### src/rtl/sseg_disp_mux.sv
// Scans four latched active-low seven-segment patterns onto a common-anode 4-digit display.
// Outputs are registered and lag the refresh counter by one cycle; en=0 blanks and freezes the scan.
module sseg_disp_mux #(
    parameter int N = 18
) (
    input  logic       clk,
    input  logic       reset,
    input  logic [7:0] in0,
    input  logic [7:0] in1,
    input  logic [7:0] in2,
    input  logic [7:0] in3,
    input  logic       load,
    input  logic       en,
    output logic [3:0] an,
    output logic [7:0] sseg,
    output logic       frame_tick
);

    logic [N-1:0] r_q;
    logic [7:0]   r_shadow [4];
    logic [3:0]   r_an;
    logic [7:0]   r_sseg;
    logic         r_frame_tick;

    logic [1:0]   w_sel;
    logic [3:0]   w_an_dec;
    logic [7:0]   w_pat;
    logic         w_q_max;

    assign w_sel    = r_q[N-1:N-2];
    assign w_an_dec = ~(4'b0001 << w_sel);
    assign w_pat    = r_shadow[w_sel];
    assign w_q_max  = &r_q;

    always_ff @(posedge clk or posedge reset) begin
        if (reset) begin
            r_shadow <= '{default: 8'hFF};
        end else if (load) begin
            r_shadow[0] <= in0;
            r_shadow[1] <= in1;
            r_shadow[2] <= in2;
            r_shadow[3] <= in3;
        end
    end

    always_ff @(posedge clk or posedge reset) begin
        if (reset) begin
            r_q <= '0;
        end else if (en) begin
            r_q <= r_q + 1'b1;
        end
    end

    // Pattern is taken from the pre-edge shadow, so a load coinciding with a digit change shows old data once.
    always_ff @(posedge clk or posedge reset) begin
        if (reset) begin
            r_an         <= 4'b1111;
            r_sseg       <= 8'hFF;
            r_frame_tick <= 1'b0;
        end else if (en) begin
            r_an         <= w_an_dec;
            r_sseg       <= w_pat;
            r_frame_tick <= w_q_max;
        end else begin
            r_an         <= 4'b1111;
            r_sseg       <= 8'hFF;
            r_frame_tick <= 1'b0;
        end
    end

    assign an         = r_an;
    assign sseg       = r_sseg;
    assign frame_tick = r_frame_tick;

endmodule

### config.mk
export PLATFORM = sky130hd
export DESIGN_NAME = sseg_disp_mux
export DESIGN_NICKNAME = d
export VERILOG_FILES = /design/src/rtl/sseg_disp_mux.sv
export SDC_FILE = /design/constraint.sdc
export NUM_CORES = 1
export LEC_CHECK = 0
export CAP_MARGIN = 20
export CELL_PAD_IN_SITES_DETAIL_PLACEMENT = 1
export CELL_PAD_IN_SITES_GLOBAL_PLACEMENT = 1
export CORE_UTILIZATION = 35
export DETAILED_ROUTE_END_ITERATION = 7
export DONT_BUFFER_PORTS = 1
export PLACE_DENSITY = 0.62
export SLEW_MARGIN = 25
export SYNTH_ARGS = -nofsm -noshare
export SYNTH_HDL_FRONTEND = slang
export SYNTH_SLANG_ARGS = --single-unit
### constraint.sdc
create_clock -name clk -period 2.35 [get_ports clk]
set_clock_uncertainty 0.1 [all_clocks]
set_input_delay 0.1175 -clock clk [delete_from_list [all_inputs] [get_ports clk]]
set_output_delay 0.1175 -clock clk [all_outputs]
set_load 0.02 [all_outputs]
==> impl_metrics.toml <==
[global_route]
gr-total-overflow = 0
antenna_found_initial = 0
grt.total_usage = 0.175
grt_pass1_vias = 1907
grt_pass1_wl_mm = 10.0
grt_max_degree = 64

[route]
vias_per_cell = 4.76
wirelength_mm = 6.01
antenna_left = 0
drtIter0Drc = 40
drc = 0
dr.pass1.iters = 3
avgRoutedWirePerCell_um = 17.4
vias = 1646

[timing]
finalSetupViolCount = 0
period_minus_slack_ps = 2090
timing.final.crit_share = 0.889
relSlewSlack = 0.471
rsz0062_at_grt = "false"
fin_tns_setup_ps = 0
finalMaxSlewViolations = 0
hold_violations = 0
clock.fmax_mhz = 479
tightestPinTransition_ps = 793

[hold_path]
hold_class = "input pin to flip-flop"
hold_start = "en"
min_to = "r_q[5]$_DFFE_PP0P_"
hold_depth = 3

[floorplan]
die_area_sq_um = 7960
io_pins = 49
die_w_um = 89.2
die_h_um = 89.2
core-area_sq_um = 7290
start_util = 0.365
rows = 31

[power]
powerDensity_nw_per_um2 = 762
switching_share = 0.239
clockPowerShare = 0.360
seqPwrFrac = 0.504
ir_worst_vdd_v = 0.000388
total_leakage_power_uw = 0.00145
p_int_uw = 2100
p_sw_uw = 659
combinationalPowerShare = 0.137

[logic_synthesis]
yosysSeqAreaShare = 0.613
syn_inst = 173
synth.distinct_cells = 26
ys.warnings.count = 0
syn-cell-area_sq_um = 2660
synth_nets = 210
postSynthAreaPerCell_sq_um = 15.4
synth-seq-cells = 63

[critical_path]
rr_startpoint = "r_q[16]$_DFFE_PP0P_"
required_ps = 2430
start_kind = "input pin"
r2r_cells = 2
critical_path_class = "input pin to flip-flop"
r2r-end = "sseg[1]$_DFF_PP1_"
end_kind = "flip-flop"
arrival_ps = 2170
cp_max_fo = 17
r2r_setup_slack_ps = 550

[clocking]
cts_buffer_depth = 2
cts_buffers = 9
postCtsSetupRepairBufs = 0
ctsHoldBuffers = 66
clk_latency_ps = 330
ctsRootBufferMaster = "clkbuf_8"
cts.clk_slew.worst_paths_ps = 70
htree_levels = 3
cts_sinks = 63
cts_tree = "done"
ctsResizeCount = 0

[placement]
dp.cells = 264
place.port_buffers = 0
hpwl_mm = 3.33
gp_congestion = 0.768

[finish]
drive_gt1_frac = 0.413
fin_cells = 346
n_antenna_cell = 0
finalNetCount = 279
area_growth_syn_to_layout_pct = 36.0

[flow_run]
maxCapViolCount = 0

[run_status]
status = "finished clean"
==> per-stage QoR <==
| stage | worst slack (ps) | hold WS [ps] | total power (uW) | cell area (sq um) | util |
|---|---|---|---|---|---|
| 6_report | 262 | 32.0 | 2760 | 3620 | 0.496 |
| 2_1_floorplan | 636 | 154 | 1580 | 2660 | - |
| 3_3_place_gp | 595 | -12.8 | 1610 | 2750 | 0.378 |
| 4_1_cts | 217 | 22.2 | 2780 | 3620 | 0.496 |
| 5_1_grt | 116 | 51.4 | 2890 | 3620 | 0.496 |
| 3_5_place_dp | 538 | -2.85 | 1650 | 2750 | 0.378 |
==> power by group through the flow <==
stage,clock (uW),combinational (uW),sequential (uW)
floorplan,0,218,1360
global placement,0,225,1380
detailed placement,0,246,1400
CTS,1020,374,1390
global route,1070,413,1400
finish,993,377,1390
==> cells in the final DEF, fill, tap and decap left out, drive strengths merged <==
master	netlist	final
bufinv	0	2
nor2	3	3
mux4	8	8
nand2b	8	8
nand4	6	6
dfrtp	19	19
xor2	5	5
nor3	1	1
nand3b	2	2
nand2	5	5
mux2	33	33
inv	3	3
nor4	2	2
nand3	7	7
buf	7	1
or3b	1	1
xnor2	12	12
and4	1	1
clkbuf	2	12
and3	3	3
clkinv	0	2
ha	1	1
dfstp	44	44
dlygate4sd3	0	66
==> cell families (layout without fill, tap and decap cells) <==
kind of cell / Yosys count / in the layout / synth area share
adders and majority gates: 1 / 1 / 0.00470
buffers and inverters: 12 / 86 / 0.0235
muxes: 41 / 41 / 0.207
DFF: 63 / 63 / 0.613
and+or+nand+nor: 39 / 39 / 0.0954
xor gates and xnor gates: 17 / 17 / 0.0559
==> Yosys cell counts, drive strengths merged <==
master / count / share of area
and3: 3 / 0.0071
and4: 1 / 0.0033
buf: 7 / 0.016
clkbuf: 2 / 0.0028
dfrtp: 19 / 0.18
dfstp: 44 / 0.43
ha: 1 / 0.0047
inv: 3 / 0.0042
mux2: 33 / 0.14
mux4: 8 / 0.068
nand2: 5 / 0.0071
nand2b: 8 / 0.019
nand3: 7 / 0.013
nand3b: 2 / 0.0056
nand4: 6 / 0.016
nor2: 3 / 0.0042
nor3: 1 / 0.0061
nor4: 2 / 0.010
or3b: 1 / 0.0033
xnor2: 12 / 0.039
xor2: 5 / 0.016
==> area by class of cell <==
class | count | area (sq um)
Fill cell | 757 | 3670
Sequential cell | 63 | 1630
Multi-Input combinational cell | 98 | 967
Timing Repair Buffer | 67 | 681
Clock buffer | 12 | 135
Tap cell | 99 | 124
Clock inverter | 4 | 70.1
Inverter | 3 | 11.3
==> how the worst max path moves through the flow <==
stage | slack, ps | depth (start not counted) | to | startpoint
after floorplan | 640 | 1 | frame_tick$_DFF_PP0_ | reset
after global placement | 600 | 2 | sseg[1]$_DFF_PP1_ | r_q[16]$_DFFE_PP0P_
after detailed placement | 540 | 2 | sseg[0]$_DFF_PP1_ | r_q[16]$_DFFE_PP0P_
after CTS | 220 | 5 | r_q[16]$_DFFE_PP0P_ | en
after global routing | 120 | 5 | frame_tick$_DFF_PP0_ | en
final | 260 | 5 | r_q[16]$_DFFE_PP0P_ | en
==> worst max-delay path, stage by stage <==
cell           delay [ps]
dlygate4sd3_1        1010
nand4_1               380
nor3_4                350
nand4_1               160
xnor2_1               140
==> routing by layer <==
metal | share of wire | up-vias | global-route usage
met4 | 0.017 | 0 | 0.0750
met5 | 0 | - | 0
met2 | 0.54 | 28 | 0.296
li1 | - | 748 | -
met3 | 0.029 | 7 | 0.0452
met1 | 0.41 | 863 | 0.213
==> flip-flops by register name, summed over array words and instances, names as in the netlist <==
register	flops
an	4
frame_tick	1
r_q	18
r_shadow	32
sseg	8
Power figures use the tool's default switching activity.
